--- src/rtl/lsu_rmw.sv ---
// Load/store unit between the core memory stage and a word-wide data RAM.
// Sub-word stores are performed as a two-cycle read-modify-write.
module lsu_rmw #(
    parameter int unsigned WIDTH = 32
) (
    input  logic             clk,
    input  logic             rst,
    input  logic             core_req,
    input  logic             core_we,
    input  logic [2:0]       core_size,
    input  logic [WIDTH-1:0] core_addr,
    input  logic [WIDTH-1:0] core_wd,
    output logic [WIDTH-1:0] core_rd,
    output logic             core_err,
    output logic             core_stall,
    output logic             mem_wr_en,
    output logic [WIDTH-1:0] mem_adr,
    output logic [WIDTH-1:0] mem_wr_data,
    input  logic [WIDTH-1:0] mem_rd_data
);

    typedef enum logic [1:0] {
        StIdle,
        StCommit,
        StDone
    } state_e;

    localparam logic [2:0] SizeB  = 3'b000;
    localparam logic [2:0] SizeH  = 3'b001;
    localparam logic [2:0] SizeW  = 3'b010;
    localparam logic [2:0] SizeBu = 3'b100;
    localparam logic [2:0] SizeHu = 3'b101;

    state_e           state_q, state_d;
    logic [WIDTH-1:0] addr_q, addr_d;
    logic [WIDTH-1:0] rd_q, rd_d;
    logic [WIDTH-1:0] wbuf_q, wbuf_d;
    logic             err_q, err_d;

    logic             illegal;
    logic             misaligned;
    logic             access_err;
    logic [7:0]       lane_byte;
    logic [15:0]      lane_half;
    logic [WIDTH-1:0] load_data;
    logic [WIDTH-1:0] merged;
    logic             wr_en;
    logic [WIDTH-1:0] wr_data;

    // Size/alignment decode. Unsigned loads have no store counterpart.
    always_comb begin
        illegal    = 1'b0;
        misaligned = 1'b0;
        case (core_size)
            SizeB:   ;
            SizeH:   misaligned = core_addr[0];
            SizeW:   misaligned = |core_addr[1:0];
            SizeBu:  illegal = core_we;
            SizeHu: begin
                illegal    = core_we;
                misaligned = core_addr[0];
            end
            default: illegal = 1'b1;
        endcase
    end

    assign access_err = illegal | misaligned;

    // Lane selection and extension of the combinational RAM read word.
    always_comb begin
        lane_byte = mem_rd_data[{core_addr[1:0], 3'b000} +: 8];
        lane_half = core_addr[1] ? mem_rd_data[31:16] : mem_rd_data[15:0];
        case (core_size)
            SizeB:   load_data = {{(WIDTH-8){lane_byte[7]}}, lane_byte};
            SizeH:   load_data = {{(WIDTH-16){lane_half[15]}}, lane_half};
            SizeBu:  load_data = {{(WIDTH-8){1'b0}}, lane_byte};
            SizeHu:  load_data = {{(WIDTH-16){1'b0}}, lane_half};
            default: load_data = mem_rd_data;
        endcase
    end

    // Merge store data into the current RAM word for SB/SH.
    always_comb begin
        merged = mem_rd_data;
        if (core_size[0]) begin
            if (core_addr[1]) begin
                merged[31:16] = core_wd[15:0];
            end else begin
                merged[15:0] = core_wd[15:0];
            end
        end else begin
            merged[{core_addr[1:0], 3'b000} +: 8] = core_wd[7:0];
        end
    end

    always_comb begin
        state_d = state_q;
        addr_d  = addr_q;
        rd_d    = rd_q;
        wbuf_d  = wbuf_q;
        err_d   = err_q;
        wr_en   = 1'b0;
        wr_data = wbuf_q;
        unique case (state_q)
            StIdle: begin
                if (core_req) begin
                    addr_d  = core_addr;
                    state_d = StDone;
                    if (access_err) begin
                        err_d = 1'b1;
                        rd_d  = '0;
                    end else if (!core_we) begin
                        rd_d = load_data;
                    end else if (core_size[1]) begin
                        // Only SW reaches here with size bit 1 set.
                        wr_en   = 1'b1;
                        wr_data = core_wd;
                    end else begin
                        wbuf_d  = merged;
                        state_d = StCommit;
                    end
                end
            end
            StCommit: begin
                wr_en   = 1'b1;
                wr_data = wbuf_q;
                state_d = StDone;
            end
            StDone: begin
                err_d   = 1'b0;
                state_d = StIdle;
            end
            default: state_d = StIdle;
        endcase
    end

    always_ff @(posedge clk) begin
        if (rst) begin
            state_q <= StIdle;
            addr_q  <= '0;
            rd_q    <= '0;
            wbuf_q  <= '0;
            err_q   <= 1'b0;
        end else begin
            state_q <= state_d;
            addr_q  <= addr_d;
            rd_q    <= rd_d;
            wbuf_q  <= wbuf_d;
            err_q   <= err_d;
        end
    end

    // Outputs are forced quiet during reset so an interrupted COMMIT never writes.
    assign mem_adr     = (state_q == StIdle) ? core_addr : addr_q;
    assign mem_wr_en   = wr_en & ~rst;
    assign mem_wr_data = wr_data;
    assign core_stall  = core_req & (state_q != StDone);
    assign core_rd     = ((state_q == StDone) && !rst) ? rd_q : '0;
    assign core_err    = (state_q == StDone) & err_q & ~rst;

endmodule

--- config.mk ---
export PLATFORM = sky130hd
export DESIGN_NAME = lsu_rmw
export DESIGN_NICKNAME = d
export VERILOG_FILES = /design/src/rtl/lsu_rmw.sv
export SDC_FILE = /design/constraint.sdc
export NUM_CORES = 1
export LEC_CHECK = 0
export ABC_AREA = 1
export ABC_CLOCK_PERIOD_IN_PS = 3800
export CAP_MARGIN = 40
export CORE_UTILIZATION = 45
export CTS_CLUSTER_DIAMETER = 60
export DETAILED_ROUTE_END_ITERATION = 6
export GPL_TIMING_DRIVEN = 0
export PLACE_DENSITY = 0.77
export SYNTH_ARGS = -nofsm -noshare
export SYNTH_HDL_FRONTEND = slang
export SYNTH_SLANG_ARGS = --single-unit
export TNS_END_PERCENT = 50
--- constraint.sdc ---
create_clock -name clk -period 3.8 [get_ports clk]
set_clock_uncertainty 0.15 [all_clocks]
set_input_delay 0.57 -clock clk [delete_from_list [all_inputs] [get_ports clk]]
set_output_delay 0.57 -clock clk [all_outputs]
set_load 0.1 [all_outputs]
==> results of run 1 <==
sequential cells by signal, indices dropped and copies added, names as in the netlist:
signal and count:
wbuf_q 32, err_q 1, state_q 2, rd_q 32, addr_q 32
per-layer routing:
layer | vias up | global-route usage, %
li1 | 4144 | -
met5 | - | 0
met4 | 0 | 16.8
met1 | 3848 | 42.2
met3 | 101 | 5.63
met2 | 511 | 60.7
final timing paths:
check	endpoint	depth (start not counted)	slack, ps	start
worst min-delay path	addr_q[22]	2	310	addr_q[22]
worst max register to register	wbuf_q[26]	7	1960	state_q[0]
worst max-delay path	mem_wr_data[26]	13	110	core_size[0]
worst min register to register	addr_q[22]	2	310	addr_q[22]
final cells by class:
| cell class | instances | share of cell area [%] |
|---|---|---|
| Inverter | 159 | 5.59 |
| Timing Repair Buffer | 301 | 33.8 |
| Clock buffer | 9 | 2.09 |
| Buffer | 73 | 3.49 |
| Tap cell | 180 | 2.09 |
| Clock inverter | 7 | 0.674 |
| Multi-Input combinational cell | 780 | 33.9 |
| Sequential cell | 99 | 18.4 |
placed cells by master, fill, tap and decap left out, drive strengths merged:
cell type | netlist | final
o21a | 43 | 43
dlygate4sd2 | 0 | 1
clkinvlp | 0 | 1
nand2 | 302 | 302
a211oi | 2 | 2
inv | 158 | 160
nand4 | 2 | 2
clkdlybuf4s50 | 0 | 195
dfxtp | 99 | 99
clkinv | 1 | 5
a21oi | 124 | 124
nand3 | 45 | 45
ha | 4 | 4
o22ai | 27 | 27
nor2 | 111 | 111
a22oi | 1 | 1
dlymetal6s2s | 0 | 1
buf | 37 | 141
clkbuf | 37 | 45
o21ai | 119 | 119
worst min-delay path, delay by kind of cell (launching register included):
kind            cells  cell delay, ps
compound gates      1              50
flops               1             310
buf+inv             1              60
cell families (layout without fill, tap and decap cells):
group                    count (synthesis)  after routing  synth area share, %
buffers and inverters                  233            549                 14.7
AND/OR/NAND/NOR                        460            460                 28.1
flip-flops                              99             99                 30.1
AO/OA/AOI/OAI                          316            316                 26.3
adder cells (fa/ha/maj)                  4              4                0.761
repair_timing:
item | 4_1_cts | 5_1_grt
hold buffers | 0 | 0
gates cloned | 0 | 0
buffers inserted | 1 | 3
endpoints found under the setup margin | 33 | 30
gates resized for setup | 5 | 11
stage by stage:
stage / cells / hold slack [ps]
finish: 1608 / 306
global route: 1608 / 314
CTS: 1607 / 303
detailed placement: 1591 / 292
global placement: 1492 / 285
floorplan: 1112 / 275
power groups by stage:
stage / Sequential, mW / Combinational [mW] / Clock (mW)
2_1_floorplan: 1.12 / 0.723 / 0
3_3_place_gp: 1.12 / 1.06 / 0
3_5_place_dp: 1.13 / 1.26 / 0
4_1_cts: 1.10 / 1.26 / 0.933
5_1_grt: 1.11 / 1.34 / 0.972
6_report: 1.10 / 1.28 / 0.931
==> run metrics, run 1 <==
Pint=2.01 mW; number of synthesized flops with an enable pin=0; GPL Wtd Cong=0.973; global-route wire length before repair=40.6 mm; worst skew pair latency=350 ps; final wirelength=26.7 mm; Reg power frac=33.3%; WL met3=2.26 mm; most frequent cells after synthesis=nand2_1 (298), inv_1 (154), a21oi_1 (124), o21ai_0 (111), nor2_1 (108); slowest cell on the critical path=clkdlybuf4s50_1; Post-Route M1 WL=10.6 mm; WP buf/inv=6; Seq cells post-synth=99; leakage dissipation=4.66 nW; GRT Resource Usage Total=35.1%; post-layout util=76.7%; area of the multi-input gates=3650 sq um; Synth cell types=26; largest net degree at the start of global routing=20; clk slew on worst S/H paths=80 ps; Max-Slew Margin vs Limit=59.1%; fill count=1039; status=finished clean; Row Count=43; Max Clk Rate=0.271 GHz; Power, Total=3.31 mW; initial antenna violation count=0; CTS Buf Count=9; nets@finish=1530; RSZ-0062 raised after global routing=true; pre-CTS worst setup slack=-864 ps; Initial DRC Count=808; Synth area leaders=dfxtp_1 (30%), nand2_1 (17%), a21oi_1 (9.4%); H-tree lvl count=3; Hold Path Class=register to register; critical path arrival=2970 ps; Final setup violation count=0; worst vdd ir=0.285 mV; CP Class=input port to output port; worst stage delay on the critical path=530 ps; Layout area overhead=63.8%; Vias=8604; leading area contributor after synthesis=dfxtp_1; initial core utilization=46.8%; vias in the first global route=8115; final worst slack=114 ps; Initial DRT Pass Iterations=7; highest metal layer with signal wires=met4; Worst Setup Start Kind=input port; Yosys top cell area share=30.1%; Seq/Total Area, Yosys=30.1%; layout cells sized above 1=12.0%; DRC viols=0; Clock Sinks=99; Comb power frac=38.6%; clk buf depth=2; sw power=1.30 mW; post-detail-place hpwl=21.1 mm; top_reg_cell synth=dfxtp_1; Syn Nets=1219; post-route ant nets=0; family with the most delay on the worst path=buffers and inverters; max-cap violations=0; switching share of power=39.3%; DP Area=10400 sq um; core region area=14000 sq um; CP Capture Type=output port; Port Buf Inserts=200; root buffer cell=clkbuf_16; most frequent cell after synthesis=nand2_1; Die Span X=123 um; CP Max Fanout=10; # diodes=0; pins over their slew limit=0; Clk pwr share=28.1%; die area=15100 sq um; Sequential cell area=1980 sq um; Design Area, Final=10800 sq um; Crit path required time=3080 ps; metal2 WL=12.7 mm; PwrDens=307 nW/um^2; CP Cell Sequence=clkdlybuf4s50_1 -> inv_1 -> nand3_1 -> nand2_2 -> nand2_2 -> nor2_2 -> nand3_2 -> buf_6 -> buf_6 -> nand2_1 -> o21a_1 -> clkdlybuf4s50_1 -> buf_8; Die Ht=123 um; TNS Setup=0 ps; drt via density=5.35; I/O Pins=202; Routed WL per cell=16.6 um; TritonCTS clock tree=done; Tcrit/Tclk final=97.0%; Synth async-reset ratio=0%; Synth Instances=1112; Hold Fails Final Rpt=0; synthesized area per cell=5.91 sq um; total gr overflow=0; synthesized area=6580 sq um; yosys synthesis warning count=0; minimum clock period=3690 ps; slew of the pin with the lowest slew margin=613 ps
Note: power is estimated with default switching activity, not from simulation.
==> run 2, diff against run 1 <==
--- a/config.mk
+++ b/config.mk
@@ -7,12 +7,13 @@
 export LEC_CHECK = 0
 export ABC_AREA = 1
 export ABC_CLOCK_PERIOD_IN_PS = 3800
-export CAP_MARGIN = 40
+export CAP_MARGIN = 10
 export CORE_UTILIZATION = 45
 export CTS_CLUSTER_DIAMETER = 60
 export DETAILED_ROUTE_END_ITERATION = 6
 export GPL_TIMING_DRIVEN = 0
 export PLACE_DENSITY = 0.77
+export SLEW_MARGIN = 20
 export SYNTH_ARGS = -nofsm -noshare
 export SYNTH_HDL_FRONTEND = slang
 export SYNTH_SLANG_ARGS = --single-unit
==> run 2 against run 1 <==
Against the previous run: critical path depth fell by 1; fmax fell by 0.46%; register-to-register slack is essentially flat; wire length decreased by 14%; die area unchanged; core utilization decreased by 12 points; design area is 16% lower; worst setup slack worse by 17 ps; global-route usage fell by 4.6 points; total power decreased by 7.5%; critical path type unchanged; largest cell class is now multi-input combinational cells; highest routed layer unchanged.
==> run metrics, run 2 (synthesis results as in run 1) <==
status=finished clean; Initial DRT Pass Iterations=6 (-1); Layout area overhead=38.3%; # diodes=0 (unchanged); Max Clk Rate=0.270 GHz (-0.46%); largest net degree at the start of global routing=19 (-5.0%); total gr overflow=0 (unchanged); leakage dissipation=4.48 nW (-3.9%); # resized after CTS=166 (+161); Final setup violation count=0 (unchanged); GRT Resource Usage Total=30.5% (-4.6 points); GR peak layer=met2; final wirelength=23.0 mm (-14%); met1 Use GR=40.1% (-2.0 points); layout cells sized above 1=7.54% (-4.4 points); Max-Slew Margin vs Limit=31.9% (-27 points); minimum clock period=3700 ps (+17.1 ps); met2 Use GR=49.2% (-11 points); worst skew pair latency=350 ps (about the same); core region area=14000 sq um (unchanged); DRC viols=0 (unchanged); post-detail-place hpwl=18.0 mm (-15%); Worst Setup Start Kind=input port; CTS Buf Count=9 (unchanged); drt via density=5.22 (-2.4%); Crit path required time=3080 ps (about the same); slew of the pin with the lowest slew margin=1020 ps (+406 ps); CP Capture Type=output port; GPL Wtd Cong=0.973 (unchanged); CP Cell Sequence=clkdlybuf4s50_1 -> inv_4 -> ha_1 -> nand3_1 -> nand2_2 -> nand2_2 -> nor2_2 -> nand3_2 -> buf_6 -> buf_4 -> o21ai_1 -> clkbuf_4; root buffer cell=clkbuf_16; die area=15100 sq um (unchanged); pins over their slew limit=0 (unchanged); clk buf depth=2 (unchanged); Worst R2R Path Depth=7 (unchanged); Initial DRC Count=772 (-4.5%); Post-CTS Setup Inserts=0 (-1); met3 Track Usage GR=5.35% (-0.28 points); Power, Total=3.06 mW (-7.5%); worst hold stages=2 (unchanged); worst stage delay on the critical path=580 ps (+50 ps); post-route ant nets=0 (unchanged); Most common cell on crit path=nand2_2; commonest non-fill, non-tap cell in the layout=nand2_1; I/O Pins=202 (unchanged); Hold Path Class=register to register; Die Span X=123 um (unchanged); global-route wire length before repair=35.6 mm (-12%); initial core utilization=46.8% (unchanged); Die Ht=123 um (unchanged); commonest non-fill, non-tap cells in the layout=nand2_1 (298), inv_1 (154), clkdlybuf4s50_1 (137), a21oi_1 (123), nor2_1 (108); area of the multi-input gates=3650 sq um (unchanged); Port Buf Inserts=200 (unchanged); Sequential cell area=1980 sq um (unchanged); Row Count=43 (unchanged); Hold Fails Final Rpt=0 (unchanged); Vias=7870 (-8.5%); initial antenna violation count=0 (unchanged); CP Class=input port to output port; Routed WL per cell=15.3 um (-7.8%); RSZ-0062 raised after global routing=true; fill count=1371 (+32%); TNS Setup=0 ps (unchanged); worst vdd ir=0.192 mV (-33%); Tcrit/Tclk final=97.5% (+0.45 points); clk slew on worst S/H paths=70 ps (about the same); critical path arrival=2980 ps (about the same); TritonCTS clock tree=done; max-cap violations=0 (unchanged); vias in the first global route=6907 (-15%); Post-CTS Hold Buffers=0 (unchanged); slowest cell on the critical path=clkdlybuf4s50_1; CP Max Fanout=18 (+8); PwrDens=337 nW/um^2 (+9.6%); H-tree lvl count=3 (unchanged); Clock Sinks=99 (unchanged); largest registers=addr_q (32), rd_q (32), wbuf_q (32); nets@finish=1429 (-6.6%)
-- run 2: changes by cell type in the layout (fill, tap and decap cells not counted), moves of 2 or more --
cell / previous run / this run
inv_6: 0 / 2
buf_16: 10 / 0
dlymetal6s2s_1: 1 / 30
clkdlybuf4s50_1: 195 / 137
buf_12: 3 / 0
clkbuf_4: 0 / 14
clkinv_4: 3 / 1
buf_8: 86 / 0
buf_4: 7 / 17
buf_2: 18 / 23
-- run 2: layout make-up --
class	instances	share of cell area [%]
Tap cell	180	2.48
Timing Repair Buffer	200	21.8
Clock inverter	7	0.633
Inverter	159	6.59
Buffer	73	4.02
Clock buffer	9	2.48
Multi-Input combinational cell	780	40.2
Sequential cell	99	21.8
-- run 2: final timing paths --
kind	start	endpoint	slack, ps
worst max-delay path	core_addr[1]	mem_wr_data[2]	100
worst min-delay path	addr_q[18]	addr_q[18]	300
worst max register to register	state_q[0]	wbuf_q[2]	1970
worst min register to register	addr_q[18]	addr_q[18]	300
-- run 2: through the flow --
stage	area [sq um]	cells	hold WS, ps	setup WS [ps]	utilization (%)
floorplan	6600	1112	275	-175	-
global placement	8830	1492	285	-1230	62.9
detailed placement	8830	1492	289	-1220	62.9
CTS	9000	1507	300	11.9	64.1
global route	9090	1507	307	-3.21	64.8
finish	9090	1507	299	96.5	64.8
-- run 2: critical path: cells and delay by family --
kind                     cells  cell delay, ps
adder cells (fa/ha/maj)      1             230
buffers and inverters        5            1540
AO/OA/AOI/OAI                1             120
AND/OR/NAND/NOR              5             490
-- run 2: report_power, final --
group,switching [mW],total (mW),internal (mW)
clock,0.439,0.893,0.454
sequential,0.0149,1.10,1.08
combinational,0.761,1.07,0.309
total,1.21,3.06,1.85
-- run 2: layer usage --
metal	part of all wire, %	wire length (um)
met5	0	0
met3	9.0	2080
met2	44	10200
met4	3.3	749
met1	44	10100
==> run 3, diff against run 2 <==
--- a/config.mk
+++ b/config.mk
@@ -6,7 +6,6 @@
 export NUM_CORES = 1
 export LEC_CHECK = 0
 export ABC_AREA = 1
-export ABC_CLOCK_PERIOD_IN_PS = 3800
 export CAP_MARGIN = 10
 export CORE_UTILIZATION = 45
 export CTS_CLUSTER_DIAMETER = 60
==> results of run 3 <==
The final DEF is identical to that of run 2; final timing and power are the same.
==> RTL edit 1 (flow settings as in run 3) <==
The 3 states of `state_e` get a one-hot encoding in 3 bits.
--- a/src/rtl/lsu_rmw.sv
+++ b/src/rtl/lsu_rmw.sv
@@ -20,8 +20,8 @@
 );
 
-    typedef enum logic [1:0] {
-        StIdle,
-        StCommit,
-        StDone
+    typedef enum logic [2:0] {
+        StIdle   = 3'b001,
+        StCommit = 3'b010,
+        StDone   = 3'b100
     } state_e;
 
Function: no difference found for any inputs over 4 cycles, from zero or initial values and one cycle with rst high; so few cycles prove little.
==> RTL edit 1 against run 3 <==
Power is 16% higher; sequential cell count is 1 higher; wire length stayed put; area after synthesis is 2.5% lower; worst setup slack worse by 16 ps; final area is 2.9% lower; sequential power is 4% higher; largest power group is now combinational cells.
==> RTL edit 1: results (changes against run 3) <==
- Hpwl dp: 18100 microns (+0.65%)
- Synth Area in Adders: 0.780% (+0.019 points)
- WL met3: 1960 microns (-5.5%)
- Vias in the first global route: 7193 (+4.1%)
- Routed wl met2: 10100 microns (-0.23%)
- Distinct cells, synth: 27 (+3.8%)
- Post-synthesis net count: 1209 (-0.82%)
- Clock share of power: 24.9% (-4.3 points)
- Pwr Total: 3550 uW (+16%)
- P_int: 1980 uW (+7.0%)
- Met1 WL: 10100 microns (about the same)
- Worst Reg2Reg Path Length in Cells: 6 (-1)
- First-pass GRT wire length: 35500 microns (-0.27%)
- Commonest cells in the synthesized netlist: 276 x nand2_1, 174 x o21ai_0, 169 x nor2_1, 121 x inv_1, 106 x a21oi_1
- Main area contributors after synthesis: dfxtp_1 31%, nand2_1 16%, o21ai_0 14%
- Setup ws final: 80.5 ps (-16.0 ps)
- Maximum clock path buffer count: 2 (unchanged)
- Post-synthesis compound-gate area fraction: 24.4% (-1.9 points)
- CTS Buf Count: 9 (unchanged)
- Fin Hold WS: 298 ps (-0.706 ps)
- R2R setup slack: 1680 ps (-290 ps)
- Leak: 0.00393 uW (-12%)
- Worst r2r src: state_q[0]
- Vias: 7735 (-1.7%)
- Total track usage: 31.1% (+0.55 points)
- Hold Path Origin: addr_q[3]
- Max VDD drop: 0.207 mV (+7.8%)
- Ys flop type: dfxtp_1
- CP Launch Point: core_addr[1]
- Placement Cell Area: 0.00864 sq mm (-2.1%)
- Detailed Route Iter0 Violations: 591 (-23%)
- Share of post-route cells with drive strength above 1: 7.13% (-0.40 points)
- Combinational power: 1530 uW (+43%)
- Routed WL: 23000 microns (unchanged)
- Routed vias/inst: 5.16 (-1.1%)
- Status: finished, final reports clean
- Fillers: 1456 (+6.2%)
- Met1 Resource Use GR: 39.2% (-0.96 points)
- Final Wtd Congestion: 0.985 (+1.3%)
- Hold Path Sink: addr_q[3]
- Pre-CTS WS: -1360 ps (-140 ps)
- Sequential element share of the synthesized area: 31.2% (+1.1 points)
- Placed instance count: 1482 (-0.67%)
- Least-Margin Pin Slew: 998 ps (-20.4 ps)
- Nets: 1420 (-0.63%)
- Worst setup endpoint: mem_wr_data[21]
- Slowest stage delay, CP: 640 ps (+60 ps)
- Grt met3 use: 6.95% (+1.6 points)
- Met2 usage: 50.1% (+0.88 points)
- Avg Cell Area, Syn: 5.82 sq um (-1.6%)
[RTL edit 1: cell types whose count changed in the layout (fill, tap and decap cells not counted), sizes merged, moves of 24 or more]
cell | before | now
dlymetal6s2s | 30 | 1
nor2 | 111 | 173
inv | 161 | 126
dlygate4sd2 | 0 | 26
o21ai | 119 | 174
nand2 | 302 | 278
o21a | 43 | 0
[RTL edit 1: tightest hold or removal path, cell delays in order, from the launching register on]
cell     delay [ps]
dfxtp_1         300
inv_1            50
a21oi_1          50
[RTL edit 1: timing repair]
action	CTS	global route
pin swaps	0	1
resized for setup	217	23
hold endpoints to repair	0	0
cloned	0	0
endpoints found under the setup margin	63	32
buffers inserted	0	1
[RTL edit 1: layout make-up]
type,instances,area (sq um),area share [%]
Buffer,73,322,3.64
Clock buffer,11,243,2.75
Clock inverter,5,35.0,0.397
Inverter,126,478,5.41
Multi-Input combinational cell,802,3620,41.0
Sequential cell,100,2000,22.7
Tap cell,180,225,2.55
Timing Repair Buffer,201,1910,21.6
==> RTL edit 2 (settings of run 3) <==
Made on the original files. `WIDTH`: 32 -> 48.
--- a/src/rtl/lsu_rmw.sv
+++ b/src/rtl/lsu_rmw.sv
@@ -2,5 +2,5 @@
 // Sub-word stores are performed as a two-cycle read-modify-write.
 module lsu_rmw #(
-    parameter int unsigned WIDTH = 32
+    parameter int unsigned WIDTH = 48
 ) (
     input  logic             clk,
Ports: changed (6 resized); port bits go from 202 to 298. The function was not compared with the original's and may differ.
==> RTL edit 2 against run 3 <==
The run now ends with design-rule violations left; worst setup slack got worse by 23 ps; maximum frequency fell by 0.61%; die area increased by 43%; final area grew 47%; sequential cell count is 48 higher; wire length up 70%; area after synthesis increased by 44%; power grew 62%; highest routed layer unchanged.
==> RTL edit 2: results (changes against run 3) <==
- Setup bufs post-CTS: 2 (+2)
- Resized Gates After CTS: 379 (+130%)
- Distinct cells, synth: 29 (+12%)
- Clock network area share: 4.26% (+1.2 points)
- Area of the multi-input gates: 0.00523 sq mm (+43%)
- Relative slew slack: 30.6% (-1.3 points)
- Port bufs: 296 (+48%)
- Slowest CP cell: clkdlybuf4s50_1
- Fillers: 1998 (+46%)
- Grt met3 use: 6.40% (+1.0 points)
- Clock share of power: 33.3% (+4.1 points)
- Pre-CTS WS: -1310 ps (-96.6 ps)
- Vias in the first global route: 10.4k (+51%)
- # clk buffers: 17 (+8)
- Residual DRC: 1 (+1)
- Hold Path Sink: addr_q[37]
- RR Endpoint: wbuf_q[7]
- Met2 usage: 57.4% (+8.2 points)
- Worst-path fanout max: 10 (-8)
- Slowest stage delay, CP: 1180 ps (+600 ps)
- Met1 Resource Use GR: 47.2% (+7.0 points)
- Sequential power: 1660 uW (+51%)
- Antenna violations before repair: 0 (unchanged)
- Post-synthesis net count: 1750 (+44%)
- Worst r2r src: state_q[0]
- Hpwl dp: 31100 microns (+73%)
- Net Switching: 2000 uW (+65%)
- Biggest regs: addr_q: 48 flops, rd_q: 48 flops, wbuf_q: 48 flops
- Fin Hold WS: 296 ps (-2.61 ps)
- Commonest cells in the synthesized netlist: 380 x nand2_1, 257 x nor2_1, 202 x inv_1, 186 x o21ai_0, 147 x dfxtp_1
- CP Launch Point: rst
- Nonclk buf count: 412 (+51%)
- Sequential element share of the synthesized area: 31.2% (+1.0 points)
- Pre-Repair DR Iteration Count: 7 (+1)
- Main area contributors after synthesis: dfxtp_1 31%, nand2_1 15%, nor2_1 10%
- CTS H-tree lvls: 4 (+1)
- Skew-Pair Late Insertion Delay: 430 ps (+80 ps)
- Status: finished with violations
- Final min period: 3730 ps (+22.8 ps)
- Ant diodes: 1 (+1)
- WP data arrival: 3010 ps (+30 ps)
- Leak: 0.00605 uW (+35%)
- Vias: 11.6k (+48%)
- Final Wtd Congestion: 1.01 (+4.1%)
- Max VDD drop: 0.309 mV (+61%)
- Signal buf overhead: 26.1% (+0.22 points)
- Synthesized flop and latch total: 147 (+48%)
- Register share of the cell area: 22.0% (+0.23 points)
- Root buf cell: clkbuf_16
- First-pass GRT wire length: 58400 microns (+64%)
- Hold Path Origin: addr_q[37]
- Share of post-route cells with drive strength above 1: 11.4% (+3.8 points)
- Largest net degree at the start of global routing: 17 (-2)
- R2R setup slack: 1920 ps (-50 ps)
- Worst setup endpoint: core_rd[1]
- Failing checks: design-rule violations
- Non-CTS inverters: 210 (+32%)
- WL/cell: 17.9 microns (+17%)
- Detailed Route Iter0 Violations: 1165 (+51%)
## RTL edit 2: changes by cell type after synthesis, moves of 14 or more
cell      delta
nor2_1     +149
nand2_1     +82
o21ai_0     +75
dfxtp_1     +48
inv_1       +48
o21a_1      -43
a21oi_2     +34
clkbuf_1    +30
or2_2       +16
o211ai_1    +14
## RTL edit 2: cell families (layout without fill, tap and decap cells)
kind of cell / after synthesis / after routing / share of synthesized area (%)
flops: 147 / 147 / 31.2
other cells: 0 / 1 / 0
simple gates: 714 / 714 / 30.4
buf+inv: 324 / 654 / 14.1
compound gates: 404 / 404 / 23.7
fa+ha+maj: 5 / 5 / 0.663
## RTL edit 2: metal layers
metal	routed length (microns)	share of wire (%)
met1	16700	42
met2	17800	45
met3	3720	9.5
met4	1040	2.6
met5	0	0
## RTL edit 2: through the flow
stage	total power, uW	instances	cell area, sq um
after global placement	3320	2160	12800
after detailed placement	3330	2160	12800
after CTS	4930	2194	13300
after global routing	5130	2194	13400
after floorplan	2790	1594	9470
final	4950	2195	13400
